==> src/rtl/clk_reset_pkg.sv <==
// Shared types and helpers for the clock/reset sequencer: FSM encodings and
// sizing of the single shared timer.
package clk_reset_pkg;

    typedef enum logic [2:0] {
        PLL_RST   = 3'd0,
        WAIT_LOCK = 3'd1,
        STABLE    = 3'd2,
        RELEASE   = 3'd3,
        RUN       = 3'd4
    } seq_state_e;

    // Timer must reach (largest terminal count - 1); never narrower than 1 bit.
    function automatic int timer_w(input int a, input int b, input int c, input int d);
        int m;
        m = a;
        if (b > m) m = b;
        if (c > m) m = c;
        if (d > m) m = d;
        return (m > 1) ? $clog2(m) : 1;
    endfunction

endpackage

==> src/rtl/sync_bit.sv <==
// N-deep single-bit synchroniser with synchronous clear.
module sync_bit #(
    parameter int N = 2
) (
    input  logic clk,
    input  logic clr,
    input  logic d,
    output logic q
);

    logic [N-1:0] sr;

    always_ff @(posedge clk) begin
        if (clr) sr <= '0;
        else     sr <= {sr[N-2:0], d};
    end

    assign q = sr[N-1];

endmodule

==> src/rtl/clk_reset_seq.sv <==
// PLL lock supervisor: resets the PLL, qualifies lock, releases NCH reset
// channels in staggered order, and re-holds reset on lock loss.
module clk_reset_seq
    import clk_reset_pkg::*;
#(
    parameter int NSYNC          = 4,
    parameter int PLL_RST_CYCLES = 16,
    parameter int TIMEOUT_CYCLES = 65536,
    parameter int STABLE_CYCLES  = 256,
    parameter int NCH            = 3,
    parameter int STAGGER        = 8,
    parameter int CNT_W          = 8
) (
    input  logic             clk,
    input  logic             rst,
    input  logic             lock_raw,
    output logic             pll_resetb,
    output logic [NCH-1:0]   rst_out,
    output logic             ready,
    output logic [CNT_W-1:0] relock_count,
    output logic             timeout_err
);

    localparam int TW = timer_w(TIMEOUT_CYCLES, STABLE_CYCLES, PLL_RST_CYCLES,
                                STAGGER * (NCH - 1) + 1);

    logic          lock_s;
    seq_state_e    state;
    logic [TW-1:0] timer;

    sync_bit #(.N(NSYNC)) u_lock_sync (
        .clk (clk),
        .clr (rst),
        .d   (lock_raw),
        .q   (lock_s)
    );

    always_ff @(posedge clk) begin
        if (rst) begin
            state        <= PLL_RST;
            timer        <= '0;
            pll_resetb   <= 1'b0;
            rst_out      <= '1;
            ready        <= 1'b0;
            relock_count <= '0;
            timeout_err  <= 1'b0;
        end else begin
            timer <= timer + 1'b1;
            unique case (state)
                PLL_RST: begin
                    if (int'(timer) == PLL_RST_CYCLES - 1) begin
                        state      <= WAIT_LOCK;
                        timer      <= '0;
                        pll_resetb <= 1'b1;
                    end
                end
                WAIT_LOCK: begin
                    if (lock_s) begin
                        state <= STABLE;
                        timer <= '0;
                    end else if (int'(timer) == TIMEOUT_CYCLES - 1) begin
                        state       <= PLL_RST;
                        timer       <= '0;
                        pll_resetb  <= 1'b0;
                        timeout_err <= 1'b1;
                    end
                end
                STABLE: begin
                    if (!lock_s) begin
                        state <= WAIT_LOCK;
                        timer <= '0;
                    end else if (int'(timer) == STABLE_CYCLES - 1) begin
                        // Channel 0 drops on the same edge RELEASE is entered.
                        state      <= RELEASE;
                        timer      <= '0;
                        rst_out[0] <= 1'b0;
                    end
                end
                RELEASE: begin
                    if (!lock_s) begin
                        state   <= WAIT_LOCK;
                        timer   <= '0;
                        rst_out <= '1;
                        ready   <= 1'b0;
                    end else if (int'(timer) == STAGGER * (NCH - 1)) begin
                        state <= RUN;
                        timer <= '0;
                        ready <= 1'b1;
                    end else begin
                        for (int i = 1; i < NCH; i++)
                            if (int'(timer) + 1 == STAGGER * i) rst_out[i] <= 1'b0;
                    end
                end
                RUN: begin
                    if (!lock_s) begin
                        state   <= WAIT_LOCK;
                        timer   <= '0;
                        rst_out <= '1;
                        ready   <= 1'b0;
                        if (relock_count != '1) relock_count <= relock_count + 1'b1;
                    end else begin
                        timer <= '0;
                    end
                end
                default: begin
                    state <= PLL_RST;
                    timer <= '0;
                end
            endcase
        end
    end

endmodule

==> config.mk <==
export PLATFORM = sky130hd
export DESIGN_NAME = clk_reset_seq
export DESIGN_NICKNAME = d
export VERILOG_FILES = /design/src/rtl/clk_reset_pkg.sv /design/src/rtl/sync_bit.sv /design/src/rtl/clk_reset_seq.sv
export SDC_FILE = /design/constraint.sdc
export NUM_CORES = 1
export LEC_CHECK = 0
export BUFFER_PORTS_ARGS = -buffer_cell sky130_fd_sc_hd__buf_2
export CAP_MARGIN = 20
export CELL_PAD_IN_SITES_DETAIL_PLACEMENT = 0
export CELL_PAD_IN_SITES_GLOBAL_PLACEMENT = 1
export CORE_ASPECT_RATIO = 0.8
export CORE_MARGIN = 2
export CORE_UTILIZATION = 42
export CTS_BUF_LIST = sky130_fd_sc_hd__clkbuf_8
export DETAILED_ROUTE_END_ITERATION = 8
export GPL_TIMING_DRIVEN = 1
export PLACE_DENSITY = 0.84
export RECOVER_POWER = 50
export SLEW_MARGIN = 40
export SYNTH_ARGS = -nofsm -noshare
export SYNTH_HDL_FRONTEND = slang
export SYNTH_SLANG_ARGS = --single-unit
==> constraint.sdc <==
create_clock -name clk -period 1.9 [get_ports clk]
set_input_delay 0.285 -clock clk [delete_from_list [all_inputs] [get_ports clk]]
set_output_delay 0.285 -clock clk [all_outputs]
set_load 0.02 [all_outputs]
Yosys cells after proc, flatten, opt, wreduce, memory -nomap -nowiden:

Cells that the tools add are included.

* bits in registers: 37
* latch bits: 0
* bits in writable memories: 0
* memory bits (read-only): 0
* input bits: 3
* memories: 0

* add/subtract/negate cells: 3
* $mul: 0
* div/mod/pow operators: 0
* $lt $le $gt $ge: 0
* equality and inequality tests: 24
* shift operators: 0
* multiplexer cells: 35
* bitwise gates (word level): 1
* reductions and logical operators: 12

Operators by type and width (count)
* 2-to-1 mux 16 bit: 7
* one-hot mux 16 bit (4 select lines): 1
* == test 32 x 5 -> 1 bit (second input constant): 1
* 2-to-1 mux 3 bit: 9
* adder 16 x 1 -> 17 bit (second input constant): 1
* == test 17 x 5 -> 1 bit (second input constant): 1
* adder 16 x 1 -> 16 bit (second input constant): 1
* == test 16 x 1 -> 1 bit (second input constant): 1
* == test 16 x 5 -> 1 bit (second input constant): 1
* == test 16 x 6 -> 1 bit (second input constant): 1
* == test 16 x 9 -> 1 bit (second input constant): 1
* != test 3 bit (second input constant): 5
* one-hot mux 3 bit (5 select lines): 1
* != test 2 bit (second input constant): 6
* AND reduction 4 bit: 3
* 2-to-1 mux 1 bit: 11
* AND reduction 5 bit: 2
* AND reduction 3 bit: 3
* adder 8 x 1 -> 8 bit (second input constant): 1
* != test 8 bit (second input constant): 1
* == test 3 x 2 -> 1 bit (second input constant): 2
* 2-to-1 mux 2 bit: 2
* one-hot mux 1 bit (2 select lines): 2
* one-hot mux 2 bit (2 select lines): 1
* 9 further kinds: 10

Longest topological paths before layout:

Gate-level depths: netlist of run 1.

* word-level depth: 6
* mapped depth: 8
* gate-level depth less buffers: 7

By module:

Synthesis of run 1 repeated with hierarchy kept, for this count alone.

* cells, all modules: 236
* area total of the unflattened synthesis: 2000.7 µm²

By module, submodules not included
* clk_reset_seq: times used 1, cells an instance 228, area each 1895.6 µm²
* sync_bit: times used 1, cells an instance 8, area each 105.1 µm²

Worst setup path after synthesis of run 1:

OpenSTA, ideal clock, no wires.

* path kind: register to register
* start: register timer[0]
* end: register timer[5]
* arrival: 1899 ps
* data required time: 1782 ps
* setup slack: -117 ps
* stages on the path, launching flop included: 9
* path buffers: 1
* clock period less this slack: 2017 ps
* cells stage by stage: dfxtp_1 > ha_1 > nand4_2 > nor4_4 > nand4_1 > and2_4 > o21bai_4 > buf_6 > nor2_1

* longest elaborated chain between the ends: 4
* elaborated cells on any way between the ends: 13
* those cells by class: add/sub: 1; eq/ne: 4; mux: 8

Ends and longest elaborated chain
* start: declaration: line clk_reset_seq.sv:29 `logic [TW-1:0] timer;`
* start signal: assignment: line clk_reset_seq.sv:48 `timer <= timer + 1'b1;`
* adder 16 x 1 -> 16 bit, or another cell as far along: line clk_reset_seq.sv:48
* 2-to-1 mux 16 bit (on tied branches): line clk_reset_seq.sv:85, clk_reset_seq.sv:61, clk_reset_seq.sv:72
* 2-to-1 mux 16 bit (on tied branches): line clk_reset_seq.sv:80, clk_reset_seq.sv:58, clk_reset_seq.sv:69
* one-hot mux 16 bit (4 select lines) *: line clk_reset_seq.sv:49 `unique case (state)`

Every way passes the cells marked *; elsewhere a longest branch is shown, timed or not.
A chain may end at the register's enable or synchronous reset.

Final worst setup path of run 1:

* start: register timer[0]
* end: register rst_out[1]

* longest elaborated chain between the ends: 4
* elaborated cells on any way between the ends: 6
* those cells by class: add/sub: 1; eq/ne: 4; reduce/logical: 1

Ends and longest elaborated chain
* adder 16 x 1 -> 17 bit: line clk_reset_seq.sv:91 `if (int'(timer) + 1 == STAGGER * i) rst_out[i] <= 1'b0;`
* == test 32 x 5 -> 1 bit: line clk_reset_seq.sv:91
* != test 3 bit (no line)
* AND reduction 4 bit (no line) *
* end: declaration: line clk_reset_seq.sv:18 `output logic [NCH-1:0] rst_out,`

Marks and branches as above.

==> results.sh, run 1 <==
export IMPL_final_setup_tns_ns=-0.435
export IMPL_number_of_enable_type_register_cells_in_the_synthesized_netlist=0
export IMPL_grt_pass1_wl_um=8270
export IMPL_timing_final_crit_period_ns=1.99
export IMPL_fmax_mhz=503
export IMPL_timing_critical_path_slowest_cell_delay_ns=0.41
export IMPL_hold_viol=0
export IMPL_die_h_um=66.1
export IMPL_setup_worst_path_class="flop to flop"
export IMPL_leakage_dissipation_uw=0.00103
export IMPL_core_area_um2=4620
export IMPL_synthesis_area_per_instance_um2=8.20
export IMPL_clock_tree_from_tritoncts="built"
export IMPL_initial_antenna_violation_count=0
export IMPL_fin_worst_skew_ns=0.00288
export IMPL_failed_checks="negative setup slack"
export IMPL_synth_seq_area_share=0.366
export IMPL_gp_congestion=0.860
export IMPL_yosys_cell_types_count=48
export IMPL_final_cells=364
export IMPL_internal_power_uw=1510
export IMPL_ys_async_sr_fraction=0
export IMPL_cells_traversed_along_the_worst_timing_path="buf_6, nand4_1, nor4_2, xnor2_1, nand4_1, nor4_2, nor2_1"
export IMPL_grt_remaining_overflow=0
export IMPL_power_switching_uw=587
export IMPL_utilization=0.594
export IMPL_min_delay_worst_endpoint="u_lock_sync.sr[0]$_SDFF_PP0_"
export IMPL_top_cells_by_area_in_the_synthesized_netlist="dfxtp_1 37%, nor2_1 8.5%, xnor2_1 6.1%"
export IMPL_core_rowCount=22
export IMPL_design_die_area_um2=5400
export IMPL_initial_core_util=0.438
export IMPL_share_comb_of_total_power=0.248
export IMPL_ctsLongestPathBuffers=2
export IMPL_grt_pass1_vias=1733
export IMPL_fillers=433
export IMPL_cts_root_buf="clkbuf_8"
export IMPL_grt_usage=0.200
export IMPL_post_synth_most_frequent_cells="46 x nor2_1, 37 x dfxtp_1, 14 x xnor2_1, 12 x nand3_1, 12 x nand4_1"
export IMPL_worstHoldStart="lock_raw"
export IMPL_vias_per_cell=5.47
export IMPL_worst_setup_path_end_kind="flop"
export IMPL_grt_setup_unrepaired="yes"
export IMPL_ff2ff_setup_slack_ns=-0.09
export IMPL_routedWlPerCell_um=14.8
export IMPL_mappedNetlistNets=254
export IMPL_power_switching_share=0.280
export IMPL_syn_cell_area_um2=2030
export IMPL_detailedRoute_firstPassIterationCount=4
export IMPL_ys_seq_elements=37
export IMPL_ir_drop_uv=546
export IMPL_slew_violations=0
export IMPL_timing_hold_worst_class="input port to flop"
export IMPL_depth_of_the_worst_register_to_register_path=7
export IMPL_drtIter0Drc=134
export IMPL_synthMostInstantiatedCell="nor2_1"
export IMPL_layout_setup_ws_ns=-0.0868
export IMPL_worst_r2r_endpoint="rst_out[1]$_SDFFE_PP1P_"
export IMPL_wirelength_um=5380
export IMPL_post_route_drc_count=0
export IMPL_r2r_start="timer[0]$_SDFF_PP0_"
export IMPL_p_clk_frac=0.347
export IMPL_htreeDepth=2
export IMPL_worst_setup_hold_path_clk_slew_ns=0.08
export IMPL_critical_path_slowest_cell="nor4_2"
export IMPL_critPathArrivalTime_ns=2.16
export IMPL_via_count=1991
export IMPL_yosysTopAreaCellShare=0.366
export IMPL_setup_violations=17
export IMPL_worst_slew_margin=0.381
export IMPL_cts_sink_cnt=37
export IMPL_worst_path_max_fanout=3
export IMPL_period_share=1.05
export IMPL_cts_buffers=5
export IMPL_yosysTopAreaCell="dfxtp_1"
export IMPL_critical_path_required_ns=2.08
export IMPL_diodes=0
export IMPL_min_delay_path_depth=2
export IMPL_cts_hold_buffers_added=0
export IMPL_placed_cells_incl_taps=345
export IMPL_cellPowerDensity_nw_per_um2=762
export IMPL_max_cap_viol_count=0
export IMPL_synthCells=247
export IMPL_ratio_of_cells_with_drive_above_1_in_the_final_layout=0.309
export IMPL_pwr_share_seq=0.406
export IMPL_buffer_ports_inserted=16
export IMPL_run_status="finished, violations left"
export IMPL_clock_insertion_delay_worst_skew_ns=0.29
export IMPL_layout_nets=310
export IMPL_synthFlopType="dfxtp_1"
export IMPL_worst_slew_pin_transition_ns=0.929
export IMPL_place_area_um2=2400
export IMPL_final_area_um2=2750
export IMPL_pin_count=17
export IMPL_startpoint_type_of_the_worst_setup_path="flop"
export IMPL_fin_worst_hold_slack_ns=0.204
export IMPL_synthToLayoutAreaGrowth_pct=35.6
export IMPL_die_x_um=81.6
export IMPL_antenna_left=0
export IMPL_grt_max_degree=21
export IMPL_ys_warn_count=0
export IMPL_post_dp_hpwl_um=3710
-- critical path: cells and delay by family (launching register included) --
| kind | cells | cell delay (ns) |
|---|---|---|
| xor+xnor | 1 | 0.19 |
| buf+inv | 1 | 0.10 |
| flops | 1 | 0.37 |
| simple gates | 5 | 1.22 |
-- sequential cells by signal, indices dropped and copies added (netlist names) --
register	count
u_lock_sync.sr	4
pll_resetb	1
rst_out	3
state	3
relock_count	8
timer	16
timeout_err	1
ready	1
-- placed cells by master (no fill, tap or decap), types with 4 or more instances in the layout --
master / instances
dfxtp_2: 4
nor3_1: 6
a21oi_1: 10
nor4_2: 5
dfxtp_1: 32
xor2_1: 8
nand2_1: 11
nor2_1: 41
buf_2: 4
o21ai_0: 7
clkbuf_1: 13
buf_4: 42
nor2_2: 5
nand3_1: 11
nand4_1: 12
xnor2_1: 12
nor2b_1: 9
inv_1: 6
clkbuf_8: 6
-- what timing repair did --
action / CTS / global route
gates resized for setup: 10 / 22
setup buffers: 3 / 7
setup endpoints to repair: 20 / 22
pin swaps: 4 / 14
gates cloned: 0 / 1
-- power groups by stage --
stage	logic (uW)	registers [uW]	clock network (uW)
2_1_floorplan	262	854	0
3_3_place_gp	365	864	0
3_5_place_dp	364	867	0
4_1_cts	413	851	733
5_1_grt	564	854	770
6_report	518	850	726
-- cells by family after synthesis --
kind of cell / count (synthesis) / synth area share
buffers and inverters: 21 / 0.0519
AND/OR/NAND/NOR: 127 / 0.337
XOR/XNOR: 22 / 0.0951
flip-flops: 37 / 0.366
multiplexers: 1 / 0.00494
adder cells (fa/ha/maj): 4 / 0.0247
AO/OA/AOI/OAI: 35 / 0.121
-- final cells by class --
type	count	area [um2]	share of cell area
clock inverters	2	37.5	0.0137
inverters	6	22.5	0.00820
multi-input cells	189	1320	0.480
clock buffers	6	82.6	0.0301
flip-flops and latches	37	749	0.273
repair buffers	64	463	0.168
well taps	60	75.1	0.0273
-- layer usage --
| layer | global-route usage | vias up | share of wire |
|---|---|---|---|
| met5 | 0 | - | 0 |
| li1 | - | 984 | - |
| met1 | 0.306 | 954 | 0.50 |
| met3 | 0.0451 | 4 | 0.056 |
| met4 | 0.0396 | 0 | 0.0054 |
| met2 | 0.286 | 49 | 0.44 |
-- stage by stage --
| stage | total power (uW) | worst slack, ns |
|---|---|---|
| floorplan | 1120 | 0.0360 |
| global placement | 1230 | -0.0944 |
| detailed placement | 1230 | -0.138 |
| CTS | 2000 | -0.0117 |
| global route | 2190 | -0.240 |
| finish | 2090 | -0.0868 |
-- worst max path at each step --
stage | slack (ns) | depth (start not counted) | start | endpoint
floorplan | 0.04 | 8 | timer[0]$_SDFF_PP0_ | timer[5]$_SDFF_PP0_
global placement | -0.09 | 8 | timer[1]$_SDFF_PP0_ | state[1]$_SDFFE_PP0P_
detailed placement | -0.14 | 9 | timer[1]$_SDFF_PP0_ | timer[11]$_SDFF_PP0_
CTS | -0.01 | 9 | timer[1]$_SDFF_PP0_ | timer[11]$_SDFF_PP0_
global route | -0.24 | 8 | timer[0]$_SDFF_PP0_ | rst_out[2]$_SDFFE_PP1P_
finish | -0.09 | 7 | timer[0]$_SDFF_PP0_ | rst_out[1]$_SDFFE_PP1P_
Power figures use the tool's default switching activity.
==> inputs of run 2 (changes only) <==
--- a/config.mk
+++ b/config.mk
@@ -5,14 +5,14 @@
 export SDC_FILE = /design/constraint.sdc
 export NUM_CORES = 1
 export LEC_CHECK = 0
-export BUFFER_PORTS_ARGS = -buffer_cell sky130_fd_sc_hd__buf_2
-export CAP_MARGIN = 20
+export BUFFER_PORTS_ARGS = -buffer_cell sky130_fd_sc_hd__buf_4
+export CAP_MARGIN = 10
 export CELL_PAD_IN_SITES_DETAIL_PLACEMENT = 0
 export CELL_PAD_IN_SITES_GLOBAL_PLACEMENT = 1
 export CORE_ASPECT_RATIO = 0.8
 export CORE_MARGIN = 2
 export CORE_UTILIZATION = 42
-export CTS_BUF_LIST = sky130_fd_sc_hd__clkbuf_8
+export CTS_BUF_LIST = sky130_fd_sc_hd__clkbuf_2 sky130_fd_sc_hd__clkbuf_4 sky130_fd_sc_hd__clkbuf_8
 export DETAILED_ROUTE_END_ITERATION = 8
 export GPL_TIMING_DRIVEN = 1
 export PLACE_DENSITY = 0.84
==> run 2 against run 1 <==
Net effect: the run now ends clean; first-iteration DRC count down 3.7%; clock skew is 0.0063 ns higher; final cell count shrank 1.9%; worst setup slack improved by 0.14 ns; fmax up 7.4%; utilization fell by 0.27 points; clock power up 0.8%; flip-flop and latch count is the same; critical path type unchanged.
==> results.sh, run 2 (synthesis gave the netlist of run 1 again) <==
export IMPL_ir_drop_uv=390
export IMPL_timing_critical_path_slowest_cell_delay_ns=0.34
export IMPL_critical_path_slowest_cell="dfxtp_2"
export IMPL_slew_violations=0
export IMPL_place_area_um2=2450
export IMPL_pin_count=17
export IMPL_wirelength_um=5250
export IMPL_clock_tree_from_tritoncts="built"
export IMPL_cts_hold_buffers_added=0
export IMPL_fmax_mhz=541
export IMPL_routedWlPerCell_um=14.7
export IMPL_setup_violations=0
export IMPL_most_frequent_standard_cell_in_the_layout_excluding_fill_and_tap_cells="nor2_1"
export IMPL_cts_root_buf="clkbuf_8"
export IMPL_design_die_area_um2=5400
export IMPL_ratio_of_cells_with_drive_above_1_in_the_final_layout=0.333
export IMPL_grt_remaining_overflow=0
export IMPL_timing_hold_worst_class="input port to flop"
export IMPL_ctsLongestPathBuffers=2
export IMPL_core_rowCount=22
export IMPL_grt_pass1_vias=1688
export IMPL_grt_usage=0.202
export IMPL_worst_setup_path_end_kind="flop"
export IMPL_hold_viol=0
export IMPL_via_count=1897
export IMPL_biggestRegsByFlops="timer x16, relock_count x8, u_lock_sync.sr x4"
export IMPL_setup_worst_path_class="flop to flop"
export IMPL_post_dp_hpwl_um=3670
export IMPL_largest_register_ffs=16
export IMPL_cellPowerDensity_nw_per_um2=743
export IMPL_layout_nets=303
export IMPL_worst_setup_hold_path_clk_slew_ns=0.08
export IMPL_leakage_dissipation_uw=0.00102
export IMPL_antenna_left=0
export IMPL_layout_cells_most_common_list="42 x nor2_1, 40 x buf_4, 23 x dfxtp_1"
export IMPL_utilization=0.591
export IMPL_critical_path_required_ns=2.09
export IMPL_cts_buffers=5
export IMPL_buffer_ports_inserted=16
export IMPL_grt_max_degree=22
export IMPL_drtIter0Drc=129
export IMPL_final_area_um2=2740
export IMPL_startpoint_type_of_the_worst_setup_path="flop"
export IMPL_critPathArrivalTime_ns=2.04
export IMPL_grt_pass1_wl_um=8270
export IMPL_layout_setup_ws_ns=0.0502
export IMPL_core_area_um2=4620
export IMPL_htreeDepth=2
export IMPL_post_route_drc_count=0
export IMPL_initial_core_util=0.438
export IMPL_diodes=0
export IMPL_max_cap_viol_count=0
export IMPL_cts_sink_cnt=37
export IMPL_place_ws_ns=-0.0471
export IMPL_period_share=0.974
export IMPL_worst_slew_pin_transition_ns=0.497
export IMPL_vias_per_cell=5.31
export IMPL_fin_worst_hold_slack_ns=0.203
export IMPL_synthToLayoutAreaGrowth_pct=35.0
export IMPL_worst_path_max_fanout=15
export IMPL_timing_final_crit_period_ns=1.85
export IMPL_max_flop_register="timer"
export IMPL_worst_slew_margin=0.668
export IMPL_fin_worst_skew_ns=0.00918
export IMPL_design_power_total_uw=2030
export IMPL_die_h_um=66.1
export IMPL_cells_traversed_along_the_worst_timing_path="nor4_4, nand4b_1, o21ai_4, o211ai_4, o21bai_4, buf_12, nor2_1"
export IMPL_detailedRoute_firstPassIterationCount=4
export IMPL_gp_congestion=0.832
export IMPL_run_status="complete, no violations"
export IMPL_die_x_um=81.6
export IMPL_clock_insertion_delay_worst_skew_ns=0.29
export IMPL_initial_antenna_violation_count=0
-- run 2: per-stage QoR --
step | instances | TNS (ns)
after CTS | 355 | 0
final | 357 | 0
after global routing | 357 | -0.694
after floorplan | 247 | 0
after global placement | 346 | -0.0295
after detailed placement | 346 | -0.626
-- run 2: what timing repair did --
action                                  CTS  global route
hold endpoints to repair                  0             0
buffers inserted                          1             2
gates resized for setup                   6            40
gates cloned                              0             0
pin swaps                                 2            16
endpoints found under the setup margin   17            23
-- run 2: final cells by class --
| class | instances | area (um2) |
|---|---|---|
| flip-flops and latches | 37 | 768 |
| clock inverters | 1 | 30.0 |
| fillers | 454 | 1890 |
| repair buffers | 57 | 392 |
| inverters | 6 | 22.5 |
| multi-input cells | 189 | 1360 |
| clock buffers | 7 | 90.1 |
| well taps | 60 | 75.1 |
-- run 2: path summary, 6_finish.rpt --
path / from / end / slack, ns / depth (start not counted)
setup / recovery: timer[11]$_SDFF_PP0_ / timer[9]$_SDFF_PP0_ / 0.05 / 7
hold / removal: lock_raw / u_lock_sync.sr[0]$_SDFF_PP0_ / 0.20 / 2
setup reg to reg: timer[11]$_SDFF_PP0_ / timer[9]$_SDFF_PP0_ / 0.05 / 7
hold reg to reg: u_lock_sync.sr[1]$_SDFF_PP0_ / u_lock_sync.sr[2]$_SDFF_PP0_ / 0.44 / 1
-- run 2: metal layers --
layer / share of wire / track usage
met5: 0 / 0
met4: 0.0088 / 0.0563
met2: 0.44 / 0.278
met3: 0.046 / 0.0519
met1: 0.50 / 0.306
-- run 2: report_power, final --
group / total, uW / internal [uW] / switching [uW]
logic: 447 / 217 / 229
clock network: 732 / 442 / 289
registers: 855 / 810 / 45.4
-- run 2: worst max-delay path, delay by kind of cell (launching register included) --
family / cells / cell delay, ns
DFF: 1 / 0.34
and+or+nand+nor: 3 / 0.67
buffers and inverters: 1 / 0.15
AOI/OAI and AO/OA: 3 / 0.59
==> inputs of run 3 (changes only) <==
--- a/config.mk
+++ b/config.mk
@@ -5,13 +5,14 @@
 export SDC_FILE = /design/constraint.sdc
 export NUM_CORES = 1
 export LEC_CHECK = 0
+export ABC_AREA = 1
 export BUFFER_PORTS_ARGS = -buffer_cell sky130_fd_sc_hd__buf_4
 export CAP_MARGIN = 10
 export CELL_PAD_IN_SITES_DETAIL_PLACEMENT = 0
 export CELL_PAD_IN_SITES_GLOBAL_PLACEMENT = 1
 export CORE_ASPECT_RATIO = 0.8
 export CORE_MARGIN = 2
-export CORE_UTILIZATION = 42
+export CORE_UTILIZATION = 40
 export CTS_BUF_LIST = sky130_fd_sc_hd__clkbuf_2 sky130_fd_sc_hd__clkbuf_4 sky130_fd_sc_hd__clkbuf_8
 export DETAILED_ROUTE_END_ITERATION = 8
 export GPL_TIMING_DRIVEN = 1
==> constraint.sdc (replaced) <==
create_clock -name clk -period 1.9 [get_ports clk]
set_input_delay 0.38 -clock clk [delete_from_list [all_inputs] [get_ports clk]]
set_output_delay 0.38 -clock clk [all_outputs]
set_load 0.02 [all_outputs]
==> run 3 against run 2 <==
Net effect: final cell count up 12%; worst setup slack better by 0.10 ns; fmax up 5.8%; clock power down 23%; critical path depth up 4; global-route usage down 2.8 points; critical path type unchanged; largest cell class unchanged.
==> results.sh, run 3 <==
export IMPL_yosys_cell_types_count=29
export IMPL_ff2ff_setup_slack_ns=0.15
export IMPL_most_frequent_standard_cell_in_the_layout_excluding_fill_and_tap_cells="nand2_1"
export IMPL_core_area_um2=5010
export IMPL_leakage_dissipation_uw=0.000974
export IMPL_grt_busiest_layer="met2"
export IMPL_largest_register_ffs=16
export IMPL_syn_cell_area_um2=2070
export IMPL_mappedNetlistNets=321
export IMPL_yosysTopAreaCell="dfxtp_1"
export IMPL_final_setup_tns_ns=0
export IMPL_globalRouteMet2Util=0.255
export IMPL_detailedRoute_firstPassIterationCount=4
export IMPL_worst_setup_path_end_kind="flop"
export IMPL_routedWlPerCell_um=12.0
export IMPL_max_flop_register="timer"
export IMPL_cellPowerDensity_nw_per_um2=642
export IMPL_core_rowCount=23
export IMPL_design_power_total_uw=1520
export IMPL_cts_sink_cnt=37
export IMPL_max_cap_viol_count=0
export IMPL_wirelength_um=4790
export IMPL_critical_path_most_common_cell="nand2_1"
export IMPL_cts_hold_buffers_added=0
export IMPL_ys_async_sr_fraction=0
export IMPL_cells_traversed_along_the_worst_timing_path="ha_2, buf_4, xor2_1, nor2_1, nand2_1, nor3_2, nand3_1, nand2_1, nand2_1, nand2_1, nand2_1"
export IMPL_timing_final_crit_period_ns=1.75
export IMPL_cts_root_buf="clkbuf_8"
export IMPL_grt_max_degree=15
export IMPL_worst_path_max_fanout=5
export IMPL_worst_slew_margin=0.630
export IMPL_final_area_um2=2370
export IMPL_die_x_um=84.4
export IMPL_startpoint_type_of_the_worst_setup_path="flop"
export IMPL_ys_seq_elements=37
export IMPL_setup_worst_path_class="flop to flop"
export IMPL_post_synth_most_frequent_cells="80 x nand2_1, 45 x inv_1, 39 x nor2_1, 37 x dfxtp_1, 22 x nand3_1"
export IMPL_antenna_left=0
export IMPL_synth_seq_area_share=0.358
export IMPL_die_h_um=68.4
export IMPL_critPathArrivalTime_ns=1.93
export IMPL_timing_hold_worst_class="input port to flop"
export IMPL_pin_count=17
export IMPL_worstHoldStart="lock_raw"
export IMPL_r2r_start="timer[0]$_SDFF_PP0_"
export IMPL_ys_warn_count=0
export IMPL_slew_violations=0
export IMPL_worst_setup_hold_path_clk_slew_ns=0.08
export IMPL_fillers=543
export IMPL_post_dp_hpwl_um=3610
export IMPL_vias_per_cell=4.91
export IMPL_worst_r2r_endpoint="rst_out[2]$_SDFFE_PP1P_"
export IMPL_post_route_drc_count=0
export IMPL_placed_cells_incl_taps=392
export IMPL_cts_buffers=5
export IMPL_worst_slew_pin_transition_ns=0.555
export IMPL_diodes=0
export IMPL_ctsLongestPathBuffers=2
export IMPL_depth_of_the_worst_register_to_register_path=11
export IMPL_grt_usage=0.174
export IMPL_initial_core_util=0.414
export IMPL_hold_viol=0
export IMPL_grt_pass1_vias=1670
export IMPL_clock_tree_from_tritoncts="built"
export IMPL_min_delay_path_depth=3
export IMPL_utilization=0.474
export IMPL_design_die_area_um2=5770
export IMPL_synthesis_area_per_instance_um2=6.59
export IMPL_final_cells=400
export IMPL_critical_path_required_ns=2.09
export IMPL_synthMostInstantiatedCell="nand2_1"
export IMPL_clock_insertion_delay_worst_skew_ns=0.29
export IMPL_yosysTopAreaCellShare=0.358
export IMPL_initial_antenna_violation_count=0
export IMPL_critical_path_slowest_cell="dfxtp_2"
export IMPL_min_delay_worst_endpoint="u_lock_sync.sr[0]$_SDFF_PP0_"
export IMPL_layout_nets=344
export IMPL_synthFlopType="dfxtp_1"
export IMPL_place_area_um2=2290
export IMPL_top_cells_by_area_in_the_synthesized_netlist="dfxtp_1 36%, nand2_1 15%, inv_1 8.2%"
export IMPL_biggestRegsByFlops="timer x16, relock_count x8, u_lock_sync.sr x4"
export IMPL_run_status="complete, no violations"
export IMPL_htreeDepth=2
export IMPL_gp_congestion=0.820
export IMPL_use_met3=0.0410
export IMPL_post_cts_setup_buffer_count=0
export IMPL_ratio_of_cells_with_drive_above_1_in_the_final_layout=0.145
export IMPL_synthCells=314
export IMPL_setup_violations=0
export IMPL_via_count=1964
export IMPL_grt_pass1_wl_um=7850
export IMPL_grt_remaining_overflow=0
export IMPL_fin_worst_skew_ns=0.00566
export IMPL_synthToLayoutAreaGrowth_pct=14.7
export IMPL_buffer_ports_inserted=16
export IMPL_timing_critical_path_slowest_cell_delay_ns=0.36
export IMPL_period_share=0.920
export IMPL_number_of_enable_type_register_cells_in_the_synthesized_netlist=0
export IMPL_fmax_mhz=572
export IMPL_layout_cells_most_common_list="79 x nand2_1, 45 x inv_1, 37 x nor2_1"
export IMPL_ir_drop_uv=345
export IMPL_grt_util_met1=0.249
export IMPL_drtIter0Drc=170
## run 3: cell count changes after synthesis, sizes merged, moves of 4 or more
cell	change
nand2	+74
inv	+40
nand3	+13
xnor2	-13
nor2b	-9
nor2	+7
nor4	-7
buf	-5
clkbuf	-5
o21ai	+5
xor2	-5
o2111ai	-4
## run 3: layout make-up
class	instances	area, um2	share of cell area
clock buffer	6	76.3	0.0321
clock inverter	2	10.0	0.00421
inverter	46	173	0.0727
multi-input combinational	226	1180	0.497
sequential	37	743	0.313
tap	62	77.6	0.0327
timing repair buffer	21	114	0.0479
## run 3: how the worst max path moves through the flow
stage | startpoint | to | slack [ns]
after floorplan | timer[0]$_SDFF_PP0_ | timer[3]$_SDFF_PP0_ | 0.14
after global placement | timer[0]$_SDFF_PP0_ | rst_out[2]$_SDFFE_PP1P_ | -0.05
after detailed placement | timer[0]$_SDFF_PP0_ | rst_out[1]$_SDFFE_PP1P_ | -0.06
after CTS | timer[0]$_SDFF_PP0_ | rst_out[1]$_SDFFE_PP1P_ | 0.06
after global routing | relock_count[0]$_SDFFE_PP0P_ | relock_count[6]$_SDFFE_PP0P_ | -0.04
final | timer[0]$_SDFF_PP0_ | rst_out[2]$_SDFFE_PP1P_ | 0.15
## run 3: timing repair
item,in CTS,in global routing
pin swaps,0,2
endpoints found under the hold margin,0,0
setup endpoints to repair,2,18
resized for setup,3,11
## run 3: routing by layer
metal  part of all wire  vias up
li1                   -     1052
met4              0.011        0
met1               0.53      853
met2               0.40       54
met5                  0        -
met3              0.062        5
## run 3: worst max-delay path: cells and delay by family, from the launching register on
| kind | cells | cell delay, ns |
|---|---|---|
| simple gates | 8 | 0.76 |
| flops | 1 | 0.36 |
| fa+ha+maj | 1 | 0.21 |
| buf+inv | 1 | 0.16 |
| xor+xnor | 1 | 0.16 |
## run 3: cell families (layout without fill, tap and decap cells)
logic type,after synthesis,in the layout,share of synthesized area
xor+xnor,4,4,0.0169
compound gates,33,33,0.0943
buf+inv,51,75,0.0985
flops,37,37,0.358
simple gates,185,185,0.408
fa+ha+maj,4,4,0.0242
## run 3: per-stage QoR
stage               hold WS, ns  setup WS (ns)
floorplan                 0.388          0.141
global placement          0.391        -0.0488
detailed placement        0.395        -0.0599
CTS                       0.296         0.0650
global route              0.311        -0.0448
finish                    0.296          0.152
## run 3: power by group
group,switching (uW),internal [uW]
Combinational,87.7,55.1
Sequential,25.7,795
Clock,292,269
